`src/rtl/product_accumulator.sv`:
```
// Sums ACC_LEN consecutive unsigned products into a wide accumulator and presents the
// result on a held valid/ready output, saturating or wrapping on overflow.
module product_accumulator #(
    parameter int unsigned PROD_W   = 32,
    parameter int unsigned ACC_W    = 40,
    parameter int unsigned ACC_LEN  = 4,
    parameter bit          SATURATE = 1'b1
) (
    input  logic              clk_i,
    input  logic              rst_i,
    input  logic              in_valid_i,
    output logic              in_ready_o,
    input  logic [PROD_W-1:0] in_prod_i,
    input  logic              clear_i,
    output logic              out_valid_o,
    input  logic              out_ready_i,
    output logic [ACC_W-1:0]  out_sum_o,
    output logic              out_sat_o
);

    localparam int unsigned    CntW    = $clog2(ACC_LEN + 1);
    localparam int unsigned    SumW    = ACC_W + 1;
    localparam logic [CntW-1:0] LastCnt = CntW'(ACC_LEN - 1);

    typedef enum logic {StAcc, StDrain} state_e;

    state_e            state_q;
    logic [ACC_W-1:0]  acc_q;
    logic [ACC_W-1:0]  acc_d;
    logic [CntW-1:0]   cnt_q;
    logic              sticky_q;
    logic              out_valid_q;
    logic [ACC_W-1:0]  out_sum_q;
    logic              out_sat_q;
    logic [ACC_W:0]    sum;
    logic              ovf;
    logic              beat;

    always_comb begin
        sum   = {1'b0, acc_q} + SumW'(in_prod_i);
        ovf   = sum[ACC_W];
        acc_d = sum[ACC_W-1:0];
        // Once clamped, acc stays all-ones since every further add overflows again.
        if (SATURATE && ovf) begin
            acc_d = '1;
        end
    end

    // Clear blocks the beat so a product is never half-counted.
    assign in_ready_o = (state_q == StAcc) && !clear_i;
    assign beat       = in_valid_i && in_ready_o;

    always_ff @(posedge clk_i) begin
        if (rst_i) begin
            state_q     <= StAcc;
            acc_q       <= '0;
            cnt_q       <= '0;
            sticky_q    <= 1'b0;
            out_valid_q <= 1'b0;
            out_sum_q   <= '0;
            out_sat_q   <= 1'b0;
        end else begin
            unique case (state_q)
                StAcc: begin
                    if (clear_i) begin
                        acc_q    <= '0;
                        cnt_q    <= '0;
                        sticky_q <= 1'b0;
                    end else if (beat) begin
                        if (cnt_q == LastCnt) begin
                            out_sum_q   <= acc_d;
                            out_sat_q   <= sticky_q | ovf;
                            out_valid_q <= 1'b1;
                            acc_q       <= '0;
                            cnt_q       <= '0;
                            sticky_q    <= 1'b0;
                            state_q     <= StDrain;
                        end else begin
                            acc_q    <= acc_d;
                            cnt_q    <= cnt_q + CntW'(1);
                            sticky_q <= sticky_q | ovf;
                        end
                    end
                end
                StDrain: begin
                    if (out_ready_i) begin
                        out_valid_q <= 1'b0;
                        state_q     <= StAcc;
                    end
                end
                default: state_q <= StAcc;
            endcase
        end
    end

    assign out_valid_o = out_valid_q;
    assign out_sum_o   = out_sum_q;
    assign out_sat_o   = out_sat_q;

endmodule

```
`config.mk`:
```
export PLATFORM = sky130hd
export DESIGN_NAME = product_accumulator
export DESIGN_NICKNAME = d
export VERILOG_FILES = /design/src/rtl/product_accumulator.sv
export SDC_FILE = /design/constraint.sdc
export NUM_CORES = 1
export LEC_CHECK = 0
export CAP_MARGIN = 20
export CORE_UTILIZATION = 59
export DETAILED_ROUTE_END_ITERATION = 16
export HOLD_SLACK_MARGIN = 0.06
export PLACE_DENSITY = 0.88
export SYNTH_ARGS = -nofsm -noshare
export SYNTH_HDL_FRONTEND = slang
export SYNTH_SLANG_ARGS = --single-unit
```
`constraint.sdc`:
```
create_clock -name clk_i -period 6.74 [get_ports clk_i]
set_input_delay 1.685 -clock clk_i [delete_from_list [all_inputs] [get_ports clk_i]]
set_output_delay 1.685 -clock clk_i [all_outputs]
set_load 0.05 [all_outputs]
```
==> flow_summary.ini, run 1 <==
[synth]
synth_edf_count = 0
synth_nets = 758
ys_ff_latch = 87
synth_area_sq_um = 5390
synthDistinctLibCells = 67
syn_area_per_cell_sq_um = 7.84
ys.flop_type = dfxtp_1
synthArstFlopShare = 0
netlist_instances = 687
ys_warn_count = 0
yosysSeqAreaShare = 0.323

[floorplanning]
dieArea_sq_um = 9520
io_pins = 80
die_h_um = 97.6
initial_utilization = 0.615
fp.dieW_um = 97.6
row_count = 34
core_sq_um = 8760

[clock_network]
cts_sinks = 87
clock_latency_ns = 0.37
cts.clk_slew.worst_paths_ns = 0.09
holdBufCountCts = 0
h-tree-depth = 3
cts_tree = built
clockBufferDepth = 2
cts_buffers = 9
cts_setup_buffers = 0
cts_resized = 0
clockRootBuffer = clkbuf_8

[route]
wirelength_um = 15500
vias = 5368
ant_nets = 0
via_per_inst = 6.31
firstDrtPassIters = 5
wl_per_cell_um = 18.2
first_iter_violations = 330
drcViolationCount = 0

[sta]
fmax_mhz = 203
worstMarginPinSlew_ns = 1.05
final_hold_viol_count = 0
min_period_ns = 4.92
slew_violations = 0
setup_viol = 0
finalClockSkew_ns = 0.0128
rsz0062_at_grt = false
tns_ns = 0
layout_worst_path_cycle_share = 0.729
max_slew_margin = 0.300

[layout]
mostFrequentLayoutCells = nor2_1 (87), dfxtp_1 (87), clkdlybuf4s50_1 (78)
final_util = 0.726
n_antenna_cell = 0
nets = 809
area_growth_pct = 18.1
drive_above_1_share = 0.0565
fin_cells = 851

[placement]
place_inst = 835
port_buffers = 79
gp_congestion = 0.939
dp_hpwl_um = 11200

[worst_setup_path]
crit-reg2reg-capture = out_sum_o[33]$_SDFFE_PP0P_
start_kind = primary input
rr_worst_depth = 10
required_ns = 5.06
r2r_setup_slack_ns = 3.28
worstReg2RegStart = acc_q[0]$_SDFFE_PP0P_
cp.arrival_ns = 3.23
end_kind = output port
cp_max_fo = 4
setup.worst_path.class = in2out

[min_path]
hold_end = out_sum_o[8]$_SDFFE_PP0P_
holdPathStages = 2
min_path_type = reg2reg
worstHoldStart = out_sum_o[8]$_SDFFE_PP0P_

[power_and_ir_drop]
p_leak_uw = 0.00245
vdd_drop_max_uv = 92.7
power_density_nw_per_um2 = 180
total_power_uw = 1140

[global_routing]
grt_overflow = 0
grt_max_degree = 66
grtUsageTotal = 0.333
first_global_vias = 5267
grt_pass1_wl_um = 25600
grt_antenna_before_repair = 0

[outcome]
outcome = finished clean

[run]
max-cap-violations = 0
how the worst max path moves through the flow:
stage | to | from | depth (start not counted)
2_1_floorplan | acc_q[27]$_SDFFE_PP0P_ | in_prod_i[0] | 11
3_3_place_gp | out_sum_o[37]$_SDFFE_PP0P_ | in_prod_i[0] | 11
3_5_place_dp | out_sum_o[33]$_SDFFE_PP0P_ | in_prod_i[0] | 11
4_1_cts | in_ready_o | clear_i | 3
5_1_grt | out_sum_o[33]$_SDFFE_PP0P_ | in_prod_i[17] | 10
6_report | in_ready_o | clear_i | 3
critical path, cell delays in order:
cell and delay [ns]:
clkdlybuf4s50_1 0.45, nor2_1 0.24, clkdlybuf4s50_1 0.85
sequential cells by signal, indices dropped and copies added, names as in the netlist:
signal	count
out_valid_o	1
out_sum_o	40
state_q	1
out_sat_o	1
acc_q	40
cnt_q	3
sticky_q	1
kinds of logic after synthesis:
group           share of synthesized area
xor+xnor                           0.0537
buf+inv                            0.0404
fa+ha+maj                          0.0804
compound gates                      0.266
mux                               0.00558
flops                               0.323
simple gates                        0.231
metrics by stage:
| step | hold slack, ns | worst slack, ns | cell area [sq um] |
|---|---|---|---|
| after floorplan | 0.429 | 2.58 | 5390 |
| after global placement | 0.440 | 1.67 | 6150 |
| after detailed placement | 0.446 | 1.54 | 6150 |
| after CTS | 0.459 | 1.83 | 6360 |
| after global routing | 0.480 | 1.55 | 6360 |
| final | 0.461 | 1.82 | 6360 |
Yosys cell counts, drive strengths merged, types with 2 or more instances:
master | instances | area [sq um]
nor2 | 89 | 342
dfxtp | 87 | 1740
nand2 | 75 | 282
a21oi | 71 | 355
o21ai | 45 | 225
ha | 33 | 413
clkbuf | 28 | 106
a211oi | 27 | 255
nor3 | 23 | 115
nand3 | 22 | 110
a21o | 21 | 158
xnor2 | 17 | 149
xor2 | 16 | 140
buf | 14 | 81.3
nand4 | 10 | 68.8
inv | 8 | 30.0
a311oi | 7 | 61.3
nand2b | 7 | 43.8
o211ai | 7 | 52.6
a31oi | 6 | 37.5
and2 | 5 | 31.3
o21a | 5 | 37.5
o31ai | 5 | 51.3
and3 | 4 | 25.0
nor2b | 4 | 25.0
nor4 | 4 | 40.0
or2 | 4 | 25.0
or3 | 4 | 25.0
and4 | 3 | 26.3
mux2i | 3 | 30.0
o22ai | 3 | 18.8
o31a | 3 | 27.5
or4 | 3 | 26.3
a221oi | 2 | 17.5
a22oi | 2 | 15.0
nor3b | 2 | 15.0
o2bb2ai | 2 | 17.5
o311ai | 2 | 25.0
or3b | 2 | 17.5
power by group:
part	total, uW	switching, uW	internal, uW
combinational	213	131	82.4
clock	401	221	180
sequential	529	6.15	523
cell type report:
cell class                 instances  area (sq um)
multi-input combinational        550          3430
fill                             710          2400
tap                              108           135
timing repair buffer              82           808
sequential                        87          1740
clock inverter                     7          90.1
inverter                           8          30.0
clock buffer                       9           124
layer usage:
| metal | vias to the layer above | global-route usage | share of wire |
|---|---|---|---|
| met5 | - | 0 | 0 |
| met4 | 0 | 0.128 | 0.026 |
| met3 | 36 | 0.0331 | 0.058 |
| met2 | 234 | 0.564 | 0.47 |
| met1 | 2516 | 0.436 | 0.44 |
| li1 | 2582 | - | - |
Power figures use the tool's default switching activity.
==> inputs of run 2 (changes only) <==
- CORE_UTILIZATION: 59 -> 50
- PLACE_DENSITY: 0.88 -> 0.79
- clock period: 6.74 -> 4.4 ns (I/O delays scaled with it)
==> run 2 against run 1 <==
  * First-iteration DRC count grew 8.8%
  * Clock skew is 0.0026 ns lower
  * Critical path depth is 9 higher
  * Combinational power is 57% higher
  * Global-route usage shrank 3.5 points
  * Sequential cell count unchanged
  * Non-clock buffer count grew 15
  * Core utilization is 9.9 points lower
  * Critical endpoint is now out_sum_o[33]$_SDFFE_PP0P_
==> flow_summary.ini, run 2 (synthesis results as in run 1) <==
[outcome]
outcome = finished clean

[route]
drcViolationCount = 0
ant_nets = 0
vias = 5353
first_iter_violations = 359
wirelength_um = 16000
via_per_inst = 5.99
wl_per_cell_um = 17.9
firstDrtPassIters = 5

[power_and_ir_drop]
p_leak_uw = 0.00252
total_power_uw = 1680
power_density_nw_per_um2 = 258
vdd_drop_max_uv = 154

[clock_network]
cts_buffers = 9
cts_sinks = 87
h-tree-depth = 3
holdBufCountCts = 0
clockRootBuffer = clkbuf_8
cts_resized = 0
clock_latency_ns = 0.38
cts_tree = built
clockBufferDepth = 2
cts.clk_slew.worst_paths_ns = 0.09
cts_setup_buffers = 0

[sta]
max_slew_margin = 0.419
worstMarginPinSlew_ns = 0.871
fmax_mhz = 253
layout_worst_path_cycle_share = 0.897
slew_violations = 0
final_hold_viol_count = 0
setup_viol = 0
finalClockSkew_ns = 0.0102
rsz0062_at_grt = false
tns_ns = 0
min_period_ns = 3.95

[floorplanning]
die_h_um = 106
dieArea_sq_um = 11200
core_sq_um = 10400
initial_utilization = 0.519
row_count = 37
fp.dieW_um = 106
io_pins = 80

[worst_setup_path]
cp_max_fo = 9
start_kind = primary input
setup.worst_path.class = in2reg
cp.arrival_ns = 4.19
required_ns = 4.65
rr_worst_depth = 11
end_kind = register

[placement]
dp_hpwl_um = 12000
port_buffers = 79
dpl_cell_area_sq_um = 6320
gp_congestion = 0.944

[global_routing]
grt_max_degree = 45
grt_antenna_before_repair = 0
grtUsageTotal = 0.298
grt_overflow = 0
first_global_vias = 5279
grt_pass1_wl_um = 26400

[layout]
nets = 824
final_util = 0.627
mostFrequentLayoutCells = nor2_1 (87), dfxtp_1 (87), clkdlybuf4s50_1 (78)
fin_area_sq_um = 6500
n_antenna_cell = 0
drive_above_1_share = 0.0740
area_growth_pct = 20.7

[run]
max-cap-violations = 0

[min_path]
min_path_type = reg2reg
holdPathStages = 2
==> run 2: cell types whose count changed in the layout (fill, tap and decap cells not counted), sizes merged <==
cell / previous run / this run
buf: 4 / 19
bufinv: 1 / 0
clkinv: 1 / 3
clkinvlp: 2 / 0
inv: 11 / 10
clkbuf: 9 / 10
==> run 2: routing by layer <==
layer	vias to the layer above	global-route usage	routed length (um)
met5	-	0	0
met4	0	0.122	397
met3	32	0.0383	779
met2	164	0.500	7560
met1	2551	0.386	7250
li1	2606	-	-
==> run 2: final cells by class <==
class | instances | area, sq um
Fill cell | 981 | 3870
Multi-Input combinational cell | 550 | 3430
Sequential cell | 87 | 1740
Timing Repair Buffer | 97 | 946
Tap cell | 136 | 170
Clock buffer | 10 | 138
Clock inverter | 5 | 42.5
Inverter | 8 | 30.0
==> run 2: path summary, 6_finish.rpt <==
path,to,startpoint,slack (ns)
max,out_sum_o[33]$_SDFFE_PP0P_,in_prod_i[0],0.45
min,out_sum_o[32]$_SDFFE_PP0P_,out_sum_o[32]$_SDFFE_PP0P_,0.46
max reg2reg,out_sum_o[33]$_SDFFE_PP0P_,acc_q[0]$_SDFFE_PP0P_,1.26
min reg2reg,out_sum_o[32]$_SDFFE_PP0P_,out_sum_o[32]$_SDFFE_PP0P_,0.46
==> run 2: worst max-delay path, cell delays in order <==
cell             delay [ns]
clkdlybuf4s50_1        0.40
ha_1                   0.23
fa_1                   0.44
a211oi_2               0.26
nor2_1                 0.11
o311ai_2               0.39
a211oi_4               0.16
o31ai_4                0.43
nor2_4                 0.14
nor2_1                 0.26
buf_4                  0.20
a211oi_1               0.07
==> run 2: metrics by stage <==
step           setup WS (ns)  hold slack (ns)  instances
2_1_floorplan          0.826            0.429        687
3_3_place_gp           0.144            0.437        878
3_5_place_dp           0.102            0.448        878
4_1_cts                0.479            0.461        893
5_1_grt                0.268            0.490        893
6_report               0.452            0.457        893
==> run 2: power breakdown <==
part | switching, uW | internal [uW] | total, uW | leakage (uW)
clock | 311 | 224 | 535 | 0.0000946
sequential | 8.97 | 801 | 810 | 0.000704
combinational | 204 | 130 | 334 | 0.00172
